`config.mk`:
```
export PLATFORM = sky130hd
export DESIGN_NAME = dram_arbiter
export DESIGN_NICKNAME = d
export VERILOG_FILES = /design/src/rtl/dram_arbiter_pkg.sv /design/src/rtl/arb_sat_cnt.sv /design/src/rtl/dram_arbiter.sv
export SDC_FILE = /design/constraint.sdc
export NUM_CORES = 1
export LEC_CHECK = 0
export BUFFER_PORTS_ARGS = -buffer_cell sky130_fd_sc_hd__buf_4
export CAP_MARGIN = 20
export CORE_AREA = 3 3 86 150
export CTS_CLUSTER_DIAMETER = 80
export CTS_CLUSTER_SIZE = 16
export DETAILED_ROUTE_END_ITERATION = 6
export DIE_AREA = 0 0 89 153
export GPL_ROUTABILITY_DRIVEN = 0
export PLACE_DENSITY_LB_ADDON = 0.25
export SLEW_MARGIN = 20
export SYNTH_ARGS = -nofsm -noshare
export SYNTH_HDL_FRONTEND = slang
export SYNTH_HIERARCHICAL = 1
export SYNTH_SLANG_ARGS = --single-unit
```
`constraint.sdc`:
```
create_clock -name cpu_clk_50M -period 6.06 [get_ports cpu_clk_50M]
set_input_delay 1.212 -clock cpu_clk_50M [delete_from_list [all_inputs] [get_ports cpu_clk_50M]]
set_output_delay 1.212 -clock cpu_clk_50M [all_outputs]
set_load 0.01 [all_outputs]
```
`src/rtl/dram_arbiter_pkg.sv`:
```
// Shared encodings for the data_ram arbiter: owner states, read-owner tags, bus widths.
package dram_arbiter_pkg;

  localparam int unsigned DATA_W = 32;
  localparam int unsigned BSEL_W = 4;

  typedef enum logic [1:0] {
    ST_IDLE      = 2'd0,
    ST_CPU       = 2'd1,
    ST_DMA_BURST = 2'd2
  } state_t;

  localparam logic OWN_CPU = 1'b0;
  localparam logic OWN_DMA = 1'b1;

endpackage

```
`src/rtl/arb_sat_cnt.sv`:
```
// Saturating up-counter with synchronous clear; used for burst beats and DMA starvation.
module arb_sat_cnt #(
  parameter int unsigned W     = 4,
  parameter int unsigned LIMIT = 8
) (
  input  logic         clk,
  input  logic         rst,
  input  logic         inc,
  input  logic         clr,
  output logic [W-1:0] cnt
);

  always_ff @(posedge clk) begin
    if (rst || clr) begin
      cnt <= '0;
    end else if (inc && (cnt != W'(LIMIT))) begin
      cnt <= cnt + W'(1);
    end
  end

endmodule

```
`src/rtl/dram_arbiter.sv`:
```
// Per-cycle arbiter sharing single-port data_ram between the CPU data port and a DMA master.
// Optional DRAM_ARB_STATS_EN adds stall-cycle and DMA-beat counters.
module dram_arbiter
  import dram_arbiter_pkg::*;
#(
  parameter int unsigned AW           = 11,
  parameter int unsigned MAX_BURST    = 8,
  parameter int unsigned STARVE_LIMIT = 16
) (
  input  logic              cpu_clk_50M,
  input  logic              cpu_rst,
  input  logic              cpu_ce,
  input  logic [BSEL_W-1:0] cpu_we,
  input  logic [31:0]       cpu_addr,
  input  logic [DATA_W-1:0] cpu_din,
  output logic [DATA_W-1:0] cpu_dout,
  output logic              cpu_stall,
  input  logic              dma_req,
  input  logic              dma_lock,
  input  logic [BSEL_W-1:0] dma_we,
  input  logic [31:0]       dma_addr,
  input  logic [DATA_W-1:0] dma_din,
  output logic              dma_gnt,
  output logic              dma_rvalid,
  output logic [DATA_W-1:0] dma_dout,
  output logic              ram_ce,
  output logic [BSEL_W-1:0] ram_we,
  output logic [AW-1:0]     ram_addr,
  output logic [DATA_W-1:0] ram_din,
  input  logic [DATA_W-1:0] ram_dout
`ifdef DRAM_ARB_STATS_EN
  ,
  output logic [31:0]       stat_cpu_stall,
  output logic [31:0]       stat_dma_beats
`endif
);

  localparam int unsigned BW = $clog2(MAX_BURST + 1);
  localparam int unsigned SW = $clog2(STARVE_LIMIT + 1);

  state_t            state;
  logic [BW-1:0]     beat_cnt;
  logic [SW-1:0]     starve_cnt;
  logic              cpu_gnt;
  logic              in_burst;
  logic              lock_ok;
  logic              beat_full;
  logic              starve;
  logic              rd_owner;
  logic              rd_pend;
  logic [DATA_W-1:0] cpu_hold;
  logic              unused_addr;

  assign in_burst  = (state == ST_DMA_BURST);
  assign lock_ok   = dma_req && dma_lock;
  assign beat_full = (beat_cnt == BW'(MAX_BURST));
  assign starve    = (starve_cnt == SW'(STARVE_LIMIT));

  // Grant: burst owner first (one CPU slot when the burst is full), else CPU unless DMA starved.
  always_comb begin
    cpu_gnt = 1'b0;
    dma_gnt = 1'b0;
    if (!cpu_rst) begin
      if (in_burst && lock_ok) begin
        if (beat_full && cpu_ce) cpu_gnt = 1'b1;
        else                     dma_gnt = 1'b1;
      end else if (dma_req && (!cpu_ce || starve)) begin
        dma_gnt = 1'b1;
      end else if (cpu_ce) begin
        cpu_gnt = 1'b1;
      end
    end
  end

  assign cpu_stall = cpu_ce && !cpu_gnt && !cpu_rst;
  assign ram_ce    = cpu_gnt || dma_gnt;
  assign ram_we    = dma_gnt ? dma_we : (cpu_gnt ? cpu_we : '0);
  assign ram_addr  = dma_gnt ? dma_addr[AW+1:2] : cpu_addr[AW+1:2];
  assign ram_din   = dma_gnt ? dma_din : cpu_din;
  assign dma_dout  = ram_dout;
  assign cpu_dout  = (rd_pend && (rd_owner == OWN_CPU)) ? ram_dout : cpu_hold;

  assign unused_addr = ^{cpu_addr[31:AW+2], cpu_addr[1:0], dma_addr[31:AW+2], dma_addr[1:0]};

  arb_sat_cnt #(.W(BW), .LIMIT(MAX_BURST)) u_beat_cnt (
    .clk (cpu_clk_50M),
    .rst (cpu_rst),
    .inc (dma_gnt && dma_lock),
    .clr (in_burst && (beat_full || !lock_ok)),
    .cnt (beat_cnt)
  );

  arb_sat_cnt #(.W(SW), .LIMIT(STARVE_LIMIT)) u_starve_cnt (
    .clk (cpu_clk_50M),
    .rst (cpu_rst),
    .inc (dma_req && !dma_gnt),
    .clr (dma_gnt),
    .cnt (starve_cnt)
  );

  // Owner FSM: a locked DMA grant opens a burst that lasts while the lock is held.
  always_ff @(posedge cpu_clk_50M) begin
    if (cpu_rst) begin
      state <= ST_IDLE;
    end else begin
      case (state)
        ST_DMA_BURST: if (!lock_ok) state <= ST_IDLE;
        default: begin
          if (dma_gnt && dma_lock) state <= ST_DMA_BURST;
          else if (cpu_gnt)        state <= ST_CPU;
          else                     state <= ST_IDLE;
        end
      endcase
    end
  end

  // Read-data steering: tag the owner of the read issued this cycle.
  always_ff @(posedge cpu_clk_50M) begin
    if (cpu_rst) begin
      rd_owner   <= OWN_CPU;
      rd_pend    <= 1'b0;
      dma_rvalid <= 1'b0;
      cpu_hold   <= '0;
    end else begin
      rd_pend    <= (cpu_gnt && (cpu_we == '0)) || (dma_gnt && (dma_we == '0));
      dma_rvalid <= dma_gnt && (dma_we == '0);
      cpu_hold   <= cpu_dout;
      if (ram_ce && (ram_we == '0)) rd_owner <= dma_gnt ? OWN_DMA : OWN_CPU;
    end
  end

`ifdef DRAM_ARB_STATS_EN
  always_ff @(posedge cpu_clk_50M) begin
    if (cpu_rst) begin
      stat_cpu_stall <= '0;
      stat_dma_beats <= '0;
    end else begin
      if (cpu_stall) stat_cpu_stall <= stat_cpu_stall + 32'd1;
      if (dma_gnt)   stat_dma_beats <= stat_dma_beats + 32'd1;
    end
  end
`endif

endmodule

```
==> results list, run 1 <==
* Number of I/O port buffers: 245
* Relative slew slack: 59.8%
- Net Sw Power: 0.229 mW
- IR analysis of the VDD net gives a maximum drop of 0.0986 mV.
* Ys flop type: dfxtp_1
- Cell-internal power: 0.628 mW
* Via Count: 2906
- Number of CTS-inserted buffers: 5
- By area the synthesized netlist is led by dfxtp_1, mux2_2, buf_4.
- The startpoint identified for the worst register-to-register timing path is u_starve_cnt/cnt[0]$_SDFFE_PP0P_.
* Std-Cell Rows: 53
- In this run the horizontal extent of the chip is 89 um.
- Crit-path max FO: 45
- Counting flops with an async set or reset pin after synthesis yields a share of 0%.
* Seq. cell area: 921 um^2
* Critical path class: in2out
* DRC Markers: 0
- The hold violation total from the final report came to 0.
- Via count of the first global-routing pass: 2898
- Total routing resource utilization after global routing: 13.4%
* Largest net degree at the start of global routing: 48
- CTS placed an instance of clkbuf_16 at the clock tree root.
- Detailed placement finished with a half-perimeter wire length of 8.18 mm.
- H-tree depth reported by CTS: 2
* Required arrival time at the worst endpoint: 4.85 ns
- Min-delay worst type: reg2reg
* Max Transition Viols Final: 0
- Number of distinct library cell variants in the gate-level netlist after synthesis: 44
- The worst path in the final design needs a cycle of 4.25 ns, including I/O delays and setup.
* Setup crit end kind: primary output
* Post-CTS setup-driven buffer insertion count: 0
* Post-synth design cell area: 0.00294 mm^2
- The multi-input combinational cells in the finished layout cover a total of 0.00167 mm^2.
- Cells with a size suffix above 1 make up 66.7% of the layout.
- Hold timing on the final database bottoms out at a slack of 0.549 ns.
- Startpoint of the worst setup timing path: dma_req
- In this run the biggest area consumer among cell types represents 31.3% of the synthesized area.
- The initial antenna violation count was 0.
- Total wirelength of the detailed-routed design: 9.79 mm
- Counting along the longest clock path gives a buffer depth of 2.
- HP Start: u_beat_cnt/cnt[1]$_SDFFE_PP0P_
- The analysis attributes to cell leakage a power of 2.28 nW.
* First-pass GRT wire length: 14.3 mm
* Most frequently used cell type in the post-synthesis netlist: mux2_2
* Pre-Repair DR Iteration Count: 4
- Synthesis warning total: 6
- Share of power burned in combinational logic: 31.2%
- Synthesis handed over a netlist of 291 instances.
* Vias per cell: 4.57
- The number of antenna diodes in the final layout is 0.
- By count the netlist is led by mux2_2, dfxtp_1, nor2b_1.
- Clk pwr share: 31.7%
- Cell type contributing the most total cell area after synthesis: dfxtp_1
- Counting flops with a built-in enable in the synthesized netlist gives 0.
* Arrival time at the worst endpoint: 3.04 ns
- Static timing analysis puts the maximum clock frequency at 235 MHz.
* I/O pins: 288
- Total Die Area: 0.0136 mm^2
- In this run, post-CTS repair resized a total of 0 instances.
- Unrepaired setup endpoints after global routing: no
- TritonCTS built the clock tree.
- After global routing the overflow that remains totals 0.
- Initial DRC count: 123
* Reg power frac: 37.2%
- Final setup vio count: 0
* Clock-pin slew of the registers on the worst-case setup and hold paths: 0.06 ns
- The run finished with clean final reports.
- Count of hold buffers inserted by post-cts repair: 0
- Net total in the final layout: 675
* Antenna Violating Nets Remaining: 0
* Sequential cell area fraction in the yosys report: 31.3%
- Worst clock skew: 0.00311 ns
- The region available for standard cell placement spans 0.0119 mm^2.
- The area growth from synthesis to layout is 63.1%.
- Power per standard cell area: 179 mW/mm^2
* Vertical die dimension: 153 um
* Clk sinks: 46
* Setup TNS: 0 ns
- Clock Latency Late Sink: 0.29 ns
- Max-cap violations in this run came to 0.
* Transition time of the tightest slew-check pin: 0.598 ns
* Routed WL per cell: 15.4 um
- The worst setup path is launched from a primary input.
* Post-route clock period utilization: 70.1%
- Once the floorplan was initialized, standard cells occupied 24.8% of the core.
- FILL cells: 1203
- When the netlist entered floorplanning its net count stood at 468.
- After synthesis, the mean cell area works out to 10.1 um^2.
* Total of flip-flops plus latches after synthesis: 46
- Switching Fraction: 26.8%
-- cells in the final DEF, fill, tap and decap left out, types with 5 or more instances in the layout --
master	netlist	final
buf_4	33	246
mux2_2	66	66
dfxtp_1	46	46
nor2b_1	37	37
nor3_1	7	7
nand2_1	6	6
mux2_1	6	6
nand3_1	6	6
o21ai_0	6	6
nor2_1	6	6
inv_1	6	6
clkbuf_16	0	5
-- registers in the layout (all words and copies together), names as in the netlist --
register          cells
rd_pend               1
u_beat_cnt/cnt        4
cpu_hold             32
state                 2
u_starve_cnt/cnt      5
rd_owner              1
dma_rvalid            1
-- cell families after synthesis --
logic type / count (synthesis) / share of synthesized area [%]
AND/OR/NAND/NOR: 82 / 17.5
AO/OA/AOI/OAI: 28 / 7.41
multiplexers: 75 / 29.1
adder cells (fa/ha/maj): 4 / 1.70
XOR/XNOR: 3 / 0.894
buffers and inverters: 53 / 12.0
flip-flops: 46 / 31.3
-- layout make-up --
type | instances | share of cell area, %
tap | 137 | 3.58
clock inverter | 3 | 0.444
clock buffer | 5 | 2.61
multi-input combinational | 192 | 34.7
sequential | 46 | 19.2
timing repair buffer | 247 | 38.9
inverter | 6 | 0.470
-- power groups by stage --
stage                     combinational, mW  clock (mW)  sequential, mW
final                                 0.267       0.272           0.318
after global placement                0.269           0           0.325
after CTS                             0.272       0.287           0.318
after detailed placement              0.271           0           0.325
after global routing                  0.288       0.297           0.319
after floorplan                       0.125           0           0.324
-- worst max-delay path, cell delays in order --
cell and delay (ns):
buf_4 0.16, nand2_1 0.11, o221a_2 0.29, nor3_4 0.39, buf_12 0.31, mux2_2 0.39, buf_4 0.15
-- metal layers --
| metal | track usage [%] | vias to the layer above | part of all wire (%) |
|---|---|---|---|
| met5 | 0 | - | 0 |
| met4 | 4.12 | 0 | 1.6 |
| met3 | 4.21 | 8 | 13 |
| met2 | 24.2 | 214 | 49 |
| met1 | 14.5 | 1285 | 37 |
| li1 | - | 1399 | - |
-- per-stage QoR --
stage	cells	power (mW)	setup slack, ns	util (%)	instance area, um^2
5_1_grt	636	0.905	1.67	40.4	4790
3_3_place_gp	628	0.593	1.80	39.1	4650
3_5_place_dp	628	0.596	1.78	39.1	4650
4_1_cts	636	0.877	1.78	40.4	4790
2_1_floorplan	291	0.449	2.15	-	2940
6_report	636	0.857	1.81	40.4	4790
-- worst paths after layout --
check | endpoint | slack (ns) | cells past startpoint
worst max-delay path | ram_din[12] | 1.81 | 7
worst min-delay path | u_beat_cnt/cnt[1]$_SDFFE_PP0P_ | 0.55 | 2
worst max register to register | u_beat_cnt/cnt[3]$_SDFFE_PP0P_ | 3.32 | 8
worst min register to register | u_beat_cnt/cnt[1]$_SDFFE_PP0P_ | 0.55 | 2
No activity file was read; power rests on OpenSTA's default activity.
==> run 2: changes to the inputs <==
==> constraint.sdc (replaced) <==
create_clock -name cpu_clk_50M -period 4.5 [get_ports cpu_clk_50M]
set_input_delay 0.9 -clock cpu_clk_50M [delete_from_list [all_inputs] [get_ports cpu_clk_50M]]
set_output_delay 0.9 -clock cpu_clk_50M [all_outputs]
set_load 0.01 [all_outputs]
==> run 2 against run 1 <==
  * Die area stayed put
  * Critical path type is now reg2out
  * Critical path depth is 1 lower
  * Largest cell class unchanged
  * Count of clock-buffer cells in the layout stayed put
  * Combinational power grew 34%
  * Non-clock buffer count is 1 higher
  * Final cell count increased by 0.16%
  * Global-route usage is essentially flat
  * Final area decreased by 0.10%
==> results list, run 2 (synthesis gave the netlist of run 1 again) <==
- Outcome: finished clean (unchanged)
- Hold violation total from the final report: 0 (unchanged)
* Max Transition Viols Final: 0 (unchanged)
- Total Die Area: 0.0136 mm^2 (unchanged)
* Clk sinks: 46 (unchanged)
- The fraction of layout instances using a drive strength above 1 was 66.8% (was 66.7%).
- Critical Path Source Type: flop (was primary input)
- Post-route clock period utilization: 80.9%
- The final setup skew came to 0.00289 ns (was 0.00311 ns).
* Relative slew slack: 59.3% (was 59.8%)
- The power per cell area is 241 mW/mm^2 (was 179 mW/mm^2).
* Shortest clock period the worst path allows after layout: 3.64 ns
* FILL cells: 1181 (was 1203)
- Number of I/O port buffers: 245 (unchanged)
- Leading cell types in the layout, fill and taps excluded: buf_4, mux2_2, dfxtp_1 (unchanged)
- Unrepaired setup endpoints after global routing: no (unchanged).
- The leakage power summed over all cells was 2.28 nW (about the same).
- The met3 usage was 3.67% (was 4.21%).
- Clock Latency Late Sink: 0.29 ns (about the same)
- The flip-flop count of the largest register after layout is 32 (unchanged).
- The core box area was 0.0119 mm^2 (unchanged).
* Critical path cell sequence: or4b_4, o221a_2, nor3_4, buf_4, mux2_2, buf_4 (was buf_4, nand2_1, o221a_2, nor3_4, buf_12, mux2_2, buf_4)
- The data required time at the worst endpoint was 3.60 ns (was 4.85 ns).
- Total wirelength of the detailed-routed design: 9.71 mm (was 9.79 mm)
* Clock-pin slew of the registers on the worst-case setup and hold paths: 0.06 ns (about the same)
* Clock Tree Root: clkbuf_16 (unchanged)
- The violation count after the first detailed-routing iteration was 109 (was 123).
- Cell area reported after detailed placement: 0.00464 mm^2 (was 0.00465 mm^2)
- Power after layout: 1.15 mW (was 0.857 mW)
- The area added between synthesis and finish is 62.9% (was 63.1%).
* Register containing the most flip-flops in the final layout: cpu_hold (unchanged)
- The half-perimeter wire length of the detailed placement result is 8.12 mm (was 8.18 mm).
* First-pass GRT wire length: 14.3 mm (about the same)
* Maximum clock frequency: 275 MHz
- Initial standard-cell utilization of the core: 24.8% (unchanged)
* GR Util met2: 24.1% (was 24.2%)
- The kind of path behind the tightest hold check is reg2reg (unchanged).
* # placed instances: 629 (was 628)
- Met1 global-route usage: 15.0% (was 14.5%)
- The overall die width is 89 um (unchanged).
* Max-capacitance violation count: 0 (unchanged)
* Final Cell Area: 0.00479 mm^2 (about the same)
- The maximum fanout along the worst path came to 45 (unchanged).
- Global routing's busiest layer: met2 (unchanged)
- Overflow left after global routing: 0 (unchanged)
- Largest delay contributor family on the critical path: simple AND/OR/NAND/NOR gates (was buffers and inverters)
* Std-Cell Rows: 53 (unchanged)
* DRC Markers: 0 (unchanged)
- The endpoint class of the critical path is a primary output (unchanged).
- The accumulated negative setup slack came to 0 ns (unchanged).
* Transition time of the tightest slew-check pin: 0.606 ns (was 0.598 ns)
- The pin count of the biggest net entering global routing is 48 (unchanged).
- I/O pins: 288 (unchanged)
- The total number of vias was 2931 (was 2906).
- The net total in the final layout was 676 (was 675).
* Total routing resource utilization after global routing: 13.5% (was 13.4%)
- The H-tree depth is 2 (unchanged).
- The initial antenna violation count is 0 (unchanged).
* Pre-Repair DR Iteration Count: 4 (unchanged)
- The post-cts hold buffer count is 0 (unchanged).
* Final Core Density: 40.3% (was 40.4%)
- Arrival time at the worst endpoint: 2.74 ns (was 3.04 ns)
- The TritonCTS clock tree is yes (unchanged).
- The clock buffer count from CTS is 5 (unchanged).
- Final antenna diode count: 0 (unchanged)
* Largest registers ranked by flip-flop count: cpu_hold (32), u_starve_cnt/cnt (5), u_beat_cnt/cnt (4) (unchanged)
- The count of buffers added by post-CTS timing repair for setup came to 0 (unchanged).
* Critical path class: reg2out (was in2out)
- Worst VDD drop: 0.127 mV (was 0.0986 mV)
* Antenna Violating Nets Remaining: 0 (unchanged)
- Post-cts repair resize count: 0 (unchanged)
- Final setup vio count: 0 (unchanged)
- Buffer and inverter count on the worst path: 2 (was 3)
- The count of placed standard cells in the final layout, fillers left out came to 637 (was 636).
* Library cell appearing most often on the critical path: buf_4 (unchanged)
- The longest individual stage delay on the worst path came to 0.58 ns (was 0.39 ns).
* Leading cell type in the layout, fill and taps excluded: buf_4 (unchanged)
- Slowest CP cell: or4b_4 (was nor3_4)
* Via count of the first global-routing pass: 2936 (was 2898)
- Maximum count of clock buffers along a single path: 2 (unchanged)
- Vertical die dimension: 153 um (unchanged)
- The final routed wire length divided by cell count was 15.2 um (was 15.4 um).
* Vias per cell: 4.60 (was 4.57)
[run 2: cell types whose count changed in the layout (fill, tap and decap cells not counted), sizes merged]
| cell | change |
|---|---|
| buf | +1 |
[run 2: final cells by class]
cell class | count | area [um^2] | share of cell area [%]
clock buffer | 5 | 125 | 2.61
tap | 137 | 171 | 3.58
clock inverter | 3 | 21.3 | 0.444
sequential | 46 | 921 | 19.2
timing repair buffer | 248 | 1860 | 38.9
multi-input combinational | 192 | 1670 | 34.8
inverter | 6 | 22.5 | 0.470
[run 2: where the power goes]
group          switching, mW  internal [mW]  leakage [nW]  total, mW
clock                  0.159          0.206        0.0698      0.364
sequential           0.00541          0.423         0.374      0.429
combinational          0.143          0.216          1.84      0.359
[run 2: per-stage QoR]
stage	hold WS (ns)	worst slack, ns
floorplan	0.499	1.22
global placement	0.522	0.900
detailed placement	0.542	0.914
CTS	0.546	0.807
global route	0.610	0.683
finish	0.542	0.858
[run 2: worst register-to-register path, delay by kind of cell (launching register included)]
family / cells / cell delay (ns)
and+or+nand+nor: 5 / 1.24
buffers and inverters: 1 / 0.49
DFF: 1 / 0.35
AOI/OAI and AO/OA: 1 / 0.32
xor gates and xnor gates: 1 / 0.18
[run 2: final timing paths]
kind / startpoint / to / slack, ns / cells after the start
setup reg to reg: u_starve_cnt/cnt[0]$_SDFFE_PP0P_ / u_beat_cnt/cnt[3]$_SDFFE_PP0P_ / 1.81 / 8
hold reg to reg: u_starve_cnt/cnt[0]$_SDFFE_PP0P_ / u_starve_cnt/cnt[0]$_SDFFE_PP0P_ / 0.54 / 2
setup / recovery: u_starve_cnt/cnt[0]$_SDFFE_PP0P_ / ram_din[0] / 0.86 / 6
hold / removal: u_starve_cnt/cnt[0]$_SDFFE_PP0P_ / u_starve_cnt/cnt[0]$_SDFFE_PP0P_ / 0.54 / 2
[run 2: per-layer routing]
layer,up-vias,share of wire (%)
met3,9,12
met5,-,0
met4,0,1.2
li1,1407,-
met2,218,49
met1,1297,37
==> run 3: changes to the inputs <==
--- a/config.mk
+++ b/config.mk
@@ -5,13 +5,14 @@
 export SDC_FILE = /design/constraint.sdc
 export NUM_CORES = 1
 export LEC_CHECK = 0
+export ABC_AREA = 1
 export BUFFER_PORTS_ARGS = -buffer_cell sky130_fd_sc_hd__buf_4
 export CAP_MARGIN = 20
-export CORE_AREA = 3 3 86 150
+export CORE_AREA = 3 3 88 152
 export CTS_CLUSTER_DIAMETER = 80
 export CTS_CLUSTER_SIZE = 16
 export DETAILED_ROUTE_END_ITERATION = 6
-export DIE_AREA = 0 0 89 153
+export DIE_AREA = 0 0 91 155
 export GPL_ROUTABILITY_DRIVEN = 0
 export PLACE_DENSITY_LB_ADDON = 0.25
 export SLEW_MARGIN = 20
==> constraint.sdc (replaced) <==
create_clock -name cpu_clk_50M -period 3.6 [get_ports cpu_clk_50M]
set_input_delay 0.72 -clock cpu_clk_50M [delete_from_list [all_inputs] [get_ports cpu_clk_50M]]
set_output_delay 0.72 -clock cpu_clk_50M [all_outputs]
set_load 0.01 [all_outputs]
==> run 3 against run 2 <==
  * Sequential share of layout area is 0.45 points lower
  * Critical path type is now in2out
  * Wire length up 3.6%
  * Power up 38%
  * Critical endpoint is now ram_addr[0]
  * Count of clock-buffer cells in the layout up 2
==> results list, run 3 <==
* Post-cts repair resize count: 0 (unchanged)
* Power after layout: 1.59 mW (was 1.15 mW)
- The destination of the worst hold path is rd_owner$_SDFFE_PP0P_ (was u_starve_cnt/cnt[0]$_SDFFE_PP0P_).
- Combinational family with the most area after synthesis: simple AND/OR/NAND/NOR gates (was multiplexers)
* Max Transition Viols Final: 0 (unchanged)
- Largest registers ranked by flip-flop count: cpu_hold (32), u_starve_cnt/cnt (5), u_beat_cnt/cnt (4) (unchanged)
- The depth of the worst register-to-register path is 12 (was 8).
* Unrepaired setup endpoints after global routing: no (unchanged)
- The signal arrival time at the worst endpoint came to 2.32 ns (was 2.74 ns).
* Max-capacitance violation count: 0 (unchanged)
- Hold WS: 0.483 ns (was 0.542 ns)
* Leading cell types in the layout, fill and taps excluded: buf_4, nand2_1, inv_1 (was buf_4, mux2_2, dfxtp_1)
* Hold violation total from the final report: 0 (unchanged)
- The overall die width was 91 um (was 89 um).
* HPWL after detailed placement: 8.27 mm (was 8.12 mm)
* Sequential cell area fraction in the yosys report: 30.4% (was 31.3%)
* Slowest CP cell: inv_2 (was or4b_4)
- Multiplexer share of the synthesized area: 0% (was 29.1%)
* Maximum clock frequency: 329 MHz
* I/O pins: 288 (unchanged)
* Cell depth of the worst min-delay path: 2 (unchanged)
- Final antenna diode count: 0 (unchanged)
* Simple logic cell fraction of the synthesized area: 38.1% (was 17.5%)
* Total Die Area: 0.0141 mm^2 (was 0.0136 mm^2)
- The transition time at the pin with the least slew margin was 0.915 ns (was 0.606 ns).
- The global routing usage summed across all routing layers was 13.5% (about the same).
- Relative slew slack: 38.8% (was 59.3%)
* Critical path class: in2out (was reg2out)
- The buffer type at the clock tree root is clkbuf_16 (unchanged).
- Initial DRC count: 85 (was 109)
- The number of vias per cell after detailed routing was 4.11 (was 4.60).
* Std-Cell Rows: 53 (unchanged)
- Origin of the critical flop-to-flop path: u_beat_cnt/cnt[3]$_SDFFE_PP0P_ (was u_starve_cnt/cnt[0]$_SDFFE_PP0P_)
- Setup crit end kind: primary output (unchanged)
- The area share of the largest cell type after synthesis is 30.4% (was 31.3%).
- Power per standard cell area: 324 mW/mm^2 (was 241 mW/mm^2)
- Critical path cell sequence: buf_4, inv_1, nand3_2, inv_2, nand2_1, nand2_1, buf_4 (was or4b_4, o221a_2, nor3_4, buf_4, mux2_2, buf_4)
- The number of remaining DRC errors is 0 (unchanged).
* Synthesis warning total: 6 (unchanged)
- The maximum fanout along the worst path is 47 (was 45).
- Leak Pwr: 2.94 nW (was 2.28 nW)
* Clock-pin slew of the registers on the worst-case setup and hold paths: 0.07 ns (was 0.06 ns)
- Via count of the first global-routing pass: 3402 (was 2936)
- Leading cell type in the layout, fill and taps excluded: buf_4 (unchanged)
* Total of flip-flops plus latches after synthesis: 46 (unchanged)
- Number of distinct library cell variants in the gate-level netlist after synthesis: 26 (was 44)
- H-tree depth reported by CTS: 2 (unchanged)
* Initial standard-cell utilization of the core: 24.8% (about the same)
* Min-delay worst type: reg2reg (unchanged)
- Crit Reg-Reg Endpoint: u_starve_cnt/cnt[4]$_SDFFE_PP0P_ (was u_beat_cnt/cnt[3]$_SDFFE_PP0P_)
* Setup slack of the most critical reg-to-reg path: 1.48 ns (was 1.81 ns)
- Max FFs per register: 32 (unchanged)
* Mean post-synth cell area: 5.94 um^2 (was 10.1 um^2)
- Compound-Gate Fraction of Synth Area: 7.31% (was 7.41%)
* Outcome: finished clean (unchanged)
- The routed wire length is 10.1 mm (was 9.71 mm).
* Worst clock skew: 0.0104 ns (was 0.00289 ns)
- The initial antenna violation count came to 0 (unchanged).
- Cells after Synth: 510 (was 291)
* Antenna Violating Nets Remaining: 0 (unchanged)
* Vertical die dimension: 155 um (was 153 um)
* Count of hold buffers inserted by post-cts repair: 0 (unchanged)
- Syn Nets: 687 (was 468)
* Ys flop type: dfxtp_1 (unchanged)
- Via Count: 3604 (was 2931)
- The count of flip-flops with a built-in enable after synthesis was 0 (unchanged).
- Net total in the final layout: 888 (was 676)
- Shortest clock period the worst path allows after layout: 3.04 ns
- Biggest area contributors in the synthesized netlist: dfxtp_1, nand2_1, inv_1 (was dfxtp_1, mux2_2, buf_4)
- The global-route wire length before repair was 15.8 mm (was 14.3 mm).
* Setup TNS: 0 ns (unchanged)
* Synth Area in Adders: 1.65% (was 1.70%)
- The share of async-settable or async-resettable flops after synthesis came to 0% (unchanged).
* Overflow left after global routing: 0 (unchanged)
- The number of optimization iterations in the first detailed-route pass is 4 (unchanged).
- The largest register by flop count was cpu_hold (unchanged).
- Area added between synthesis and finish: 61.8% (was 62.9%)
* Clock Latency Late Sink: 0.29 ns (about the same)
- The total of buffers placed on input and output ports is 245 (unchanged).
* XOR/XNOR share of the synthesized area: 0.289% (was 0.894%)
* Post-route clock period utilization: 84.5%
- Maximum cell stage delay along the critical path: 0.56 ns (was 0.58 ns)
- The clock buffer count from CTS is 5 (unchanged).
* Most frequently used cell type in the post-synthesis netlist: nand2_1 (was mux2_2)
- The pin count of the biggest net entering global routing was 65 (was 48).
- Routed WL per cell: 11.5 um (was 15.2 um)
- Ratio of cells with drive above 1 in the final layout: 38.5% (was 66.8%)
- The TritonCTS clock tree is yes (unchanged).
- The sink count of the clock tree is 46 (unchanged).
- The cell area after synthesis is 0.00303 mm^2 (was 0.00294 mm^2).
- The cell accounting for the most synthesized area is dfxtp_1 (unchanged).
* Required arrival time at the worst endpoint: 2.88 ns (was 3.60 ns)
* Post-CTS setup-driven buffer insertion count: 0 (unchanged)
- Core ar.: 0.0122 mm^2 (was 0.0119 mm^2)
- Maximum count of clock buffers along a single path: 2 (unchanged)
- Final setup vio count: 0 (unchanged)
- The beginning of the worst hold path is rd_owner$_SDFFE_PP0P_ (was u_starve_cnt/cnt[0]$_SDFFE_PP0P_).
- Synth top cells by count: nand2_1, inv_1, nor2_1 (was mux2_2, dfxtp_1, nor2b_1).
* Worst VDD drop: 0.211 mV (was 0.127 mV)
* Critical Path Source Type: primary input (was flop)
[run 3: changes by cell type after synthesis, moves of 5 or more]
cell	before	now
mux2_1	6	0
nand2_2	0	5
buf_4	33	38
nor2_1	6	54
mux2_2	66	0
o21ai_0	6	36
nor3_1	7	0
nand2_1	6	192
inv_1	6	86
buf_2	0	5
nor2b_1	37	0
[run 3: cell families (layout without fill, tap and decap cells)]
family                   count (synthesis)  count (layout)
AO/OA/AOI/OAI                           42              42
AND/OR/NAND/NOR                        277             277
XOR/XNOR                                 1               1
buffers and inverters                  140             342
adder cells (fa/ha/maj)                  4               4
flip-flops                              46              46
[run 3: how the worst max path moves through the flow]
stage	slack [ns]	from	cells past startpoint	end
after floorplan	1.35	dma_lock	7	ram_din[22]
after global placement	0.58	cpu_rst	7	ram_addr[0]
after detailed placement	0.51	cpu_rst	7	ram_addr[0]
after CTS	0.51	cpu_rst	7	ram_addr[0]
after global routing	0.32	cpu_rst	7	ram_addr[0]
final	0.56	cpu_rst	7	ram_addr[0]
[run 3: critical path: cells and delay by family]
| kind | cells | cell delay, ns |
|---|---|---|
| simple gates | 3 | 0.37 |
| buf+inv | 4 | 1.22 |
[run 3: cell type report]
cell class | count | area [um^2]
clock inverters | 1 | 8.76
repair buffers | 246 | 1850
flip-flops and latches | 46 | 921
clock buffers | 7 | 153
multi-input cells | 324 | 1440
inverters | 88 | 330
well taps | 165 | 206
fillers | 1337 | 7300
[run 3: where the power goes]
part	switching, mW	internal [mW]	total, mW
Combinational	0.263	0.282	0.545
Sequential	0.0121	0.544	0.556
Clock	0.190	0.296	0.486
[run 3: metal layers]
metal	GRT usage (%)	wire length (um)	up-vias
met1	13.4	3520	1517
met5	0	0	-
met2	26.1	5190	204
met3	4.89	1230	9
met4	3.38	103	0
li1	-	-	1874
[run 3: stage by stage]
step | instance area (um^2) | cells | setup slack, ns | util [%]
6_report | 4900 | 877 | 0.557 | 40.2
3_3_place_gp | 4740 | 869 | 0.576 | 38.9
2_1_floorplan | 3030 | 510 | 1.35 | -
4_1_cts | 4900 | 877 | 0.513 | 40.2
5_1_grt | 4900 | 877 | 0.322 | 40.2
3_5_place_dp | 4740 | 869 | 0.510 | 38.9
